`src/rtl/ai_traffic_scheduler.sv`:
```
// Per-frame AI car scheduler: moves/retires live cars, spawns at most one car per frame
// via round-robin pointer and cooldown. Optional macro AI_SPAWN_JITTER_EN adds random[7:10] to the cooldown reload.
module ai_traffic_scheduler #(
  parameter int unsigned NUM_CARS  = 4,
  parameter int unsigned SPEED     = 2,
  parameter int unsigned Y_LIMIT   = 480,
  parameter int unsigned SPAWN_GAP = 30,
  parameter int unsigned X_MIN     = 160,
  parameter int unsigned X_MAX     = 448
) (
  input  logic                              clk,
  input  logic                              resetN,
  input  logic                              frame_start,
  input  logic [0:10]                       random,
  output logic [0:NUM_CARS-1][0:4][0:10]    car_states,
  output logic [0:NUM_CARS-1]               active,
  output logic                              frame_done
);

  localparam int unsigned CW     = 11;
  localparam int unsigned PTR_W  = (NUM_CARS > 2) ? $clog2(NUM_CARS) : 1;
  localparam int unsigned CAND_W = PTR_W + 1;
  localparam int unsigned CD_W   = $clog2(SPAWN_GAP + 16) + 1;

  typedef enum logic [1:0] {S_IDLE, S_MOVE, S_SPAWN, S_PUBLISH} state_t;

  state_t            r_state;
  state_t            w_state_next;
  logic              w_do_move;
  logic              w_do_spawn;
  logic              w_do_publish;

  logic              r_act [NUM_CARS];
  logic [CW-1:0]     r_x   [NUM_CARS];
  logic [CW-1:0]     r_y   [NUM_CARS];
  logic [CW-1:0]     w_y_next [NUM_CARS];
  logic [CD_W-1:0]   r_cd;
  logic [PTR_W-1:0]  r_rr;

  logic              w_found;
  logic [PTR_W-1:0]  w_slot;
  logic [PTR_W-1:0]  w_rr_next;
  logic [CW-1:0]     w_x_clamp;
  logic [CD_W-1:0]   w_reload;
  logic              w_spawn_go;

  // State register
  always_ff @(posedge clk or negedge resetN) begin
    if (!resetN) r_state <= S_IDLE;
    else         r_state <= w_state_next;
  end

  // Next-state: frame_start only honoured in IDLE, never queued
  always_comb begin
    w_state_next = r_state;
    unique case (r_state)
      S_IDLE:    if (frame_start) w_state_next = S_MOVE;
      S_MOVE:    w_state_next = S_SPAWN;
      S_SPAWN:   w_state_next = S_PUBLISH;
      S_PUBLISH: w_state_next = S_IDLE;
      default:   w_state_next = S_IDLE;
    endcase
  end

  // State decode
  always_comb begin
    w_do_move    = 1'b0;
    w_do_spawn   = 1'b0;
    w_do_publish = 1'b0;
    unique case (r_state)
      S_MOVE:    w_do_move    = 1'b1;
      S_SPAWN:   w_do_spawn   = 1'b1;
      S_PUBLISH: w_do_publish = 1'b1;
      default:   ;
    endcase
  end

  always_comb begin
    for (int s = 0; s < NUM_CARS; s++) w_y_next[s] = r_y[s] + CW'(SPEED);
  end

  // First inactive slot searching upward from r_rr with wrap
  always_comb begin
    logic [CAND_W-1:0] w_cand;
    w_found = 1'b0;
    w_slot  = '0;
    w_cand  = '0;
    for (int k = 0; k < NUM_CARS; k++) begin
      w_cand = CAND_W'(r_rr) + CAND_W'(k);
      if (w_cand >= CAND_W'(NUM_CARS)) w_cand = w_cand - CAND_W'(NUM_CARS);
      if (!w_found && !r_act[w_cand[PTR_W-1:0]]) begin
        w_found = 1'b1;
        w_slot  = w_cand[PTR_W-1:0];
      end
    end
  end

  always_comb begin
    w_rr_next = (w_slot == PTR_W'(NUM_CARS - 1)) ? '0 : w_slot + PTR_W'(1);
    w_x_clamp = random;
    if (random < CW'(X_MIN))      w_x_clamp = CW'(X_MIN);
    else if (random > CW'(X_MAX)) w_x_clamp = CW'(X_MAX);
`ifdef AI_SPAWN_JITTER_EN
    w_reload = CD_W'(SPAWN_GAP) + CD_W'(random[7:10]);
`else
    w_reload = CD_W'(SPAWN_GAP);
`endif
    w_spawn_go = w_do_spawn && (r_cd == '0) && w_found;
  end

  // Slot state, cooldown and round-robin pointer
  always_ff @(posedge clk or negedge resetN) begin
    if (!resetN) begin
      r_cd <= '0;
      r_rr <= '0;
      for (int s = 0; s < NUM_CARS; s++) begin
        r_act[s] <= 1'b0;
        r_x[s]   <= '0;
        r_y[s]   <= '0;
      end
    end else begin
      if (w_do_move) begin
        for (int s = 0; s < NUM_CARS; s++) begin
          if (r_act[s]) begin
            if (w_y_next[s] >= CW'(Y_LIMIT)) begin
              r_act[s] <= 1'b0;
              r_y[s]   <= '0;
            end else begin
              r_y[s]   <= w_y_next[s];
            end
          end
        end
        if (r_cd != '0) r_cd <= r_cd - CD_W'(1);
      end
      if (w_spawn_go) begin
        r_act[w_slot] <= 1'b1;
        r_x[w_slot]   <= w_x_clamp;
        r_y[w_slot]   <= '0;
        r_rr          <= w_rr_next;
        r_cd          <= w_reload;
      end
    end
  end

  // Published view, updated only on the PUBLISH edge
  always_ff @(posedge clk or negedge resetN) begin
    if (!resetN) begin
      frame_done <= 1'b0;
      active     <= '0;
      for (int s = 0; s < NUM_CARS; s++) begin
        car_states[s][0] <= '0;
        car_states[s][1] <= '0;
        car_states[s][2] <= '0;
        car_states[s][3] <= CW'(32);
        car_states[s][4] <= CW'(36);
      end
    end else begin
      frame_done <= w_do_publish;
      if (w_do_publish) begin
        for (int s = 0; s < NUM_CARS; s++) begin
          active[s]        <= r_act[s];
          car_states[s][0] <= r_act[s] ? CW'(1) : '0;
          car_states[s][1] <= r_act[s] ? r_x[s] : '0;
          car_states[s][2] <= r_act[s] ? r_y[s] : '0;
          car_states[s][3] <= CW'(32);
          car_states[s][4] <= CW'(36);
        end
      end
    end
  end

endmodule
```
`config.mk`:
```
export PLATFORM = sky130hd
export DESIGN_NAME = ai_traffic_scheduler
export DESIGN_NICKNAME = d
export VERILOG_FILES = /design/src/rtl/ai_traffic_scheduler.sv
export SDC_FILE = /design/constraint.sdc
export NUM_CORES = 1
export LEC_CHECK = 0
export CAP_MARGIN = 5
export CORE_ASPECT_RATIO = 0.8
export CORE_MARGIN = 2
export CORE_UTILIZATION = 39
export DETAILED_ROUTE_END_ITERATION = 7
export PLACE_DENSITY = 0.63
export SETUP_SLACK_MARGIN = 0.4
export SLEW_MARGIN = 5
export SYNTH_ARGS = -nofsm -noshare
export SYNTH_HDL_FRONTEND = slang
export SYNTH_SLANG_ARGS = --single-unit
```
`constraint.sdc`:
```
create_clock -name clk -period 2.89 [get_ports clk]
set_clock_uncertainty 0.2 [all_clocks]
set_input_delay 0.4335 -clock clk [delete_from_list [all_inputs] [get_ports clk]]
set_output_delay 0.4335 -clock clk [all_outputs]
set_load 0.01 [all_outputs]
```
* Word level (Yosys, flattened, before mapping)
Cells that the tools add are included.
** Operators by class
- Eq/ne operators :: 5
- Bitwise gates (word level) :: 8
- Shifts and indexed selects :: 0
- Divide/modulo/power cells :: 0
- Mux-type cells :: 72
- $lt $le $gt $ge :: 16
- $mul :: 0
- Reductions and logical operators :: 17
- Add/sub/neg operators :: 13
** Operators with widths (count)
- 2-to-1 mux 11 bit :: 19
- 2-to-1 mux 44 bit :: 2
- adder 11 x 2 -> 11 bit (second input constant) :: 4
- bitwise AND 44 bit :: 1
- bitwise mux 44 bit :: 1
- >= comparator 11 x 9 -> 1 bit (second input constant) :: 4
- inverter 44 bit :: 1
- 2-to-1 mux 1 bit :: 28
- >= comparator 3 bit (second input constant) :: 8
- demux 11 bit (select 2 bit) :: 1
- 2-to-1 mux 7 bit :: 3
- 2-to-1 mux 2 bit :: 10
- inverter 2 -> 3 bit :: 5
- greater-than comparator 11 x 9 -> 1 bit (second input constant) :: 1
- less-than comparator 11 x 8 -> 1 bit (second input constant) :: 1
- binary-select mux 1 bit (select 2 bit) :: 4
- 2-to-1 mux 4 bit :: 2
- case mux 2 bit (4 select lines) :: 1
- subtractor 2 x 1 -> 2 bit (second input constant) :: 4
- logical NOT 7 bit :: 1
- nonzero test 7 bit :: 1
- subtractor 7 x 1 -> 7 bit (second input constant) :: 1
- adder 2 x 2 -> 3 bit (second input constant) :: 2
- == test 2 bit (second input constant) :: 3
- 13 further kinds :: 23
** Storage, ports and cells
- Bits in registers :: 240
- Word-level logic and storage cells :: 160
- Memory bits (writable) :: 0
- Input bits :: 14
- Latch bits :: 0
- Bits in read-only memories :: 0
- Memories kept :: 0
- Output and inout port bits :: 225

* Logic depth before layout (Yosys ltp)
- Word-level depth :: 24
- Mapped depth :: 11
- Depth with buffers taken out :: 10

* Least setup slack after synthesis
Ideal clock, no wire load.
- Path type :: reg-to-reg
- Start point :: register r_act[2] in the netlist's numbering
- End point :: register r_y[16] in the netlist's numbering
- Buffers on the path :: 2
- Setup time :: 0.122 ns
- Period minus slack after synthesis :: 2.275 ns
- Stages on the path, launching flop included :: 12
- Data arrival time :: 1.952 ns
- Path slack :: 0.615 ns
- Data required time :: 2.568 ns
- Cells stage by stage :: dfrtp_1 > clkbuf_1 > nor2b_1 > nor2_1 > o21ai_0 > o21a_1 > ha_1 > and4_2 > clkbuf_1 > nor4_1 > o221ai_1 > nand2_1
** Between the ends
- Longest elaborated chain between the ends :: 20
- Elaborated cells on any way between the ends :: 38
- Classes of those cells :: order compare (2); mux (23); bitwise (3); reduce/logical (10)
** RTL lines
- start: declaration :: RTL line 33 : logic r_act [NUM_CARS];
- start signal: indexed assignment :: RTL line 117 : r_act[s] <= 1'b0;
- start signal: indexed assignment :: RTL line 126 : r_act[s] <= 1'b0;
- start signal: indexed assignment :: RTL line 136 : r_act[w_slot] <= 1'b1;
- binary-select mux 1 bit (select 2 bit) :: RTL line 91 : if (!w_found && !r_act[w_cand[PTR_W-1:0]]) begin
- 2-to-1 mux 1 bit (implied by the code) (2 in a row) :: RTL line 91
- logical NOT 1 bit :: RTL line 91
- logical AND 1 bit :: RTL line 91
- 2-to-1 mux 1 bit :: RTL line 91
- logical NOT 1 bit :: RTL line 91
- logical AND 1 bit :: RTL line 91
- 2-to-1 mux 1 bit :: RTL line 91
- [3 not listed]
- inverter 2 -> 3 bit (implied by the code) :: RTL line 138 : r_y[w_slot] <= '0;
- >= comparator 3 bit (implied by the code) / less-than comparator 3 x 1 -> 1 bit (equally long branches) :: RTL line 138
- logical AND 1 bit (implied by the code) :: RTL line 138
- 2-to-1 mux 11 bit (implied by the code) :: RTL line 138
- demux 11 bit (select 2 bit) :: RTL line 138
- inverter 44 bit (no line)
- bitwise AND 44 bit (no line)
- 2-to-1 mux 44 bit * :: RTL line 135 : if (w_spawn_go) begin
- end signal: indexed assignment :: RTL line 129 : r_y[s] <= w_y_next[s];
- end: declaration :: RTL line 35 : logic [CW-1:0] r_y [NUM_CARS];
Mark *: on every way between the ends. The rest lies on a longest branch, timed or not. The select of a mux whose other input is x is not followed.
A chain may end at the register's enable or synchronous reset.

* Worst setup path in the final report
- Start point :: register r_act[3] in the netlist's numbering
- End point :: register r_y[23] in the netlist's numbering
The elaborated chain is that of the path after synthesis.

==> summary.txt <==
Yosys
  • Count of different cell masters after synthesis: between 60 and 70
  • Main combinational cell family by area after synthesis: buffers and inverters
  • Adder and majority cell fraction of the synthesized area: between 1.5 and 2%
  • Area share of xor/xnor cells in the synthesized design: under 10%
  • Synthesized netlist cell count: around 1100
  • Synthesized-area fraction occupied by and/or/nand/nor cells: between 15 and 20%
  • Proportion of synthesized flip-flops having asynchronous set or reset: between 90% and 100%
  • Synth Area per Inst: 9.29 um^2
  • Number of synthesized register bits: 196
  • Synth Area in Compound Gates: approximately 13%
  • Count of flip-flops with a built-in enable after synthesis: 0
  • Share of the yosys chip area belonging to registers: between 40% and 50%
  • Multiplexer share of the synthesized area: less than 1%
  • Most used flip-flop cell after synthesis: sky130_fd_sc_hd__dfrtp_1
  • Warning count from the yosys run: 0
  • Total standard cell area after synthesis: roughly 10000 um^2

Critical path
  • Data arrival, critical path: about 2600 ps
  • Data required time of the worst path: ~3000 ps
  • Slowest stage cell, crit path: sky130_fd_sc_hd__dfrtp_1
  • Endpoint type of the worst setup path: flop
  • Type of the setup path with the least slack: flop to flop
  • Kind of start point of the critical path: flop
  • Most frequent CP cell: sky130_fd_sc_hd__or3_1
  • Top Family by Delay on Critical Path: simple AND/OR/NAND/NOR gates
  • Maximum single-stage delay on the critical path: ~450 ps
  • Sequence of cells on the critical path: or3_1 -> o211ai_1 -> inv_1 -> ha_1 -> and2_2 -> or3_1 -> o21ai_0
  • Crit path max fanout: 11
  • Buf+Inv Stages, Crit Path: 1

STA
  • Achievable Freq: 414 MHz
  • Fin. max-slew vios: 0
  • Final hold vios: 0
  • RSZ-0062 raised after global routing: yes
  • Shortest period the worst path allows: about 2400 ps
  • Tightest Pin Transition: ~660 ps
  • Fin crit share: ~84%
  • Count of endpoints failing setup in the final report: 0
  • Normalized max-slew margin: ~56%
  • Setup ws final: ~470 ps
  • Total negative slack: 0 ps

Clock network
  • Buffer depth of the longest clock path: 2
  • Clock buffer count from CTS: 17
  • Clock tree sinks: 196
  • Clock root buffer: sky130_fd_sc_hd__clkbuf_16
  • Deepest level of the CTS H-tree: 4
  • Clock latency of the later-clocked register in the worst-skew pair: between 400 and 500 ps
  • Clock tree from TritonCTS: done
  • CTS clock-pin slew for the worst setup and hold paths: ~70 ps

Drt
  • DR WL/cell: around 15 um
  • Number of detailed-route iterations in the first pass: 5
  • ANT nets after route: 0
  • Number of DRC markers after the initial detailed-route iteration: approximately 660
  • Drc violations: 0
  • Vias after detailed routing: slightly above 7000
  • Vias per std cell: about 4.8
  • Final WL: about 22000 um

Placed design
  • Placed wire-length estimate after detailed placement: roughly 15000 um
  • Instance count after placement with tap cells included: 1449
  • IO Port Bufs: 110
  • Placement-stage worst setup slack: 495 ps
  • GPL Wtd Cong: around 0.84

Hold path
  • Hold Crit Class: flop to flop

Run
  • Number of violations of the max-capacitance limit: 0

Global route
  • Total GRT Usage: approximately 17%
  • Pin count of the biggest net entering global routing: 80
  • Antenna violations before repair: 0
  • Global-route wire length before repair: 35800 um
  • Vias in the first global route: ~6700
  • Global route overflow: 0

Final layout
  • Layout-stage area growth over the synthesis result: 17.5%
  • Most frequent standard cell in the layout excluding fill and tap cells: sky130_fd_sc_hd__dfrtp_1
  • Share of final-layout standard cells stronger than drive strength 1: under 10%
  • Fill count: about 2400
  • Non-filler cells in the finished layout: 1489
  • Nets@finish: roughly 1200
  • Commonest cells after routing, fill and taps aside: sky130_fd_sc_hd__dfrtp_1, sky130_fd_sc_hd__o21ai_0, sky130_fd_sc_hd__conb_1
  • Antenna fix cells: 0

Floorplanning
  • Die outline area: ~26000 um^2
  • Horiz. Die Dim: 181 um
  • Core Footprint: around 25000 um^2
  • Die outline height: approximately 150 um
  • Standard-cell rows: 51
  • Initial standard-cell utilization of the core: between 40% and 50%
  • Top-Level Pins: around 240

Pwr
  • Total power: 9320 uW
  • Power per standard cell area: 808 nW/um^2
  • Maximum VDD drop: roughly 0.00045 V
  • Standby leakage power: 0.00508 uW

Status
  • Status: completed
-- tightest hold or removal path: cells and delay by family, from the launching register on --
kind	cells	cell delay (ps)
AND/OR/NAND/NOR	2	100
flip-flops	1	350
-- cell families after synthesis --
logic type                 Yosys count
and+or+nand+nor                    318
muxes                                8
DFF                                196
buffers and inverters              290
xor gates and xnor gates            24
other                                2
adders and majority gates           15
AOI/OAI and AO/OA                  204
-- layout make-up --
type | count | area, um^2 | share of cell area [%]
Timing Repair Buffer | 144 | 1440 | 12.4
Sequential cell | 196 | 4910 | 42.5
Inverter | 102 | 383 | 3.32
Clock buffer | 18 | 429 | 3.72
Multi-Input combinational cell | 697 | 3790 | 32.9
Tap cell | 318 | 398 | 3.45
Clock inverter | 14 | 188 | 1.63
-- synth_stat cells, types with 8 or more instances --
master	instances	area share (%)
sky130_fd_sc_hd__xor2_1	10	0.89
sky130_fd_sc_hd__a211oi_1	10	0.76
sky130_fd_sc_hd__nand2_1	92	3.5
sky130_fd_sc_hd__o21ai_0	136	6.9
sky130_fd_sc_hd__nand3_1	115	5.9
sky130_fd_sc_hd__dfrtp_1	196	50
sky130_fd_sc_hd__nor4_1	9	0.57
sky130_fd_sc_hd__clkbuf_1	37	1.4
sky130_fd_sc_hd__inv_1	102	3.9
sky130_fd_sc_hd__nor2_1	22	0.84
sky130_fd_sc_hd__and2_1	16	1.0
sky130_fd_sc_hd__and3_1	11	0.70
sky130_fd_sc_hd__buf_2	8	0.41
sky130_fd_sc_hd__a21oi_1	10	0.51
sky130_fd_sc_hd__nor3_1	23	1.2
sky130_fd_sc_hd__ha_1	14	1.8
sky130_fd_sc_hd__xnor2_1	14	1.2
sky130_fd_sc_hd__buf_4	133	10
-- layer usage --
metal / track usage (%) / share of wire [%] / up-vias
met2: 24.6 / 44 / 170
met1: 25.0 / 51 / 3456
li1: - / - / 3490
met4: 4.43 / 0.80 / 0
met3: 2.95 / 4.1 / 14
met5: 0 / 0 / -
-- flip-flops by register name (all words and copies together) (netlist names) --
| register | flops |
|---|---|
| active | 4 |
| car_states | 88 |
| frame_done | 1 |
| r_act | 4 |
| r_cd | 7 |
| r_rr | 2 |
| r_state | 2 |
| r_x | 44 |
| r_y | 44 |
-- path summary, 6_finish.rpt --
kind / startpoint / cells past startpoint / slack [ps] / end
hold / removal: r_x[5]$_DFFE_PN0P_ / 2 / 280 / r_x[5]$_DFFE_PN0P_
setup / recovery: r_act[3]$_DFF_PN0_ / 7 / 470 / r_y[23]$_DFF_PN0_
setup reg to reg: r_act[3]$_DFF_PN0_ / 7 / 470 / r_y[23]$_DFF_PN0_
max in group asynchronous: resetN / 3 / 1300 / r_x[35]$_DFFE_PN0P_
hold reg to reg: r_x[5]$_DFFE_PN0P_ / 2 / 280 / r_x[5]$_DFFE_PN0P_
min in group asynchronous: resetN / 2 / 380 / car_states[189]$_DFFE_PN0P_
-- report_power, final --
group / switching [uW] / internal, uW / total, uW
registers: 534 / 3420 / 3950
clock network: 1150 / 1320 / 2480
logic: 1640 / 1250 / 2890
total: 3330 / 5990 / 9320
-- timing repair --
item | 4_1_cts | 5_1_grt
endpoints found under the setup margin | 0 | 51
resized for setup | 0 | 11
setup buffers | 0 | 5
hold endpoints to repair | 74 | 0
hold buffers | 1 | 0
-- stage by stage --
stage               hold WS [ps]  util [%]  instance area (um^2)
finish                       281      47.1                 11500
global route                 305      47.1                 11500
CTS                          281      46.6                 11400
detailed placement           264      44.0                 10800
global placement             258      44.0                 10800
floorplan                  -62.1         -                 10300
(Power assumes the default switching activity.)
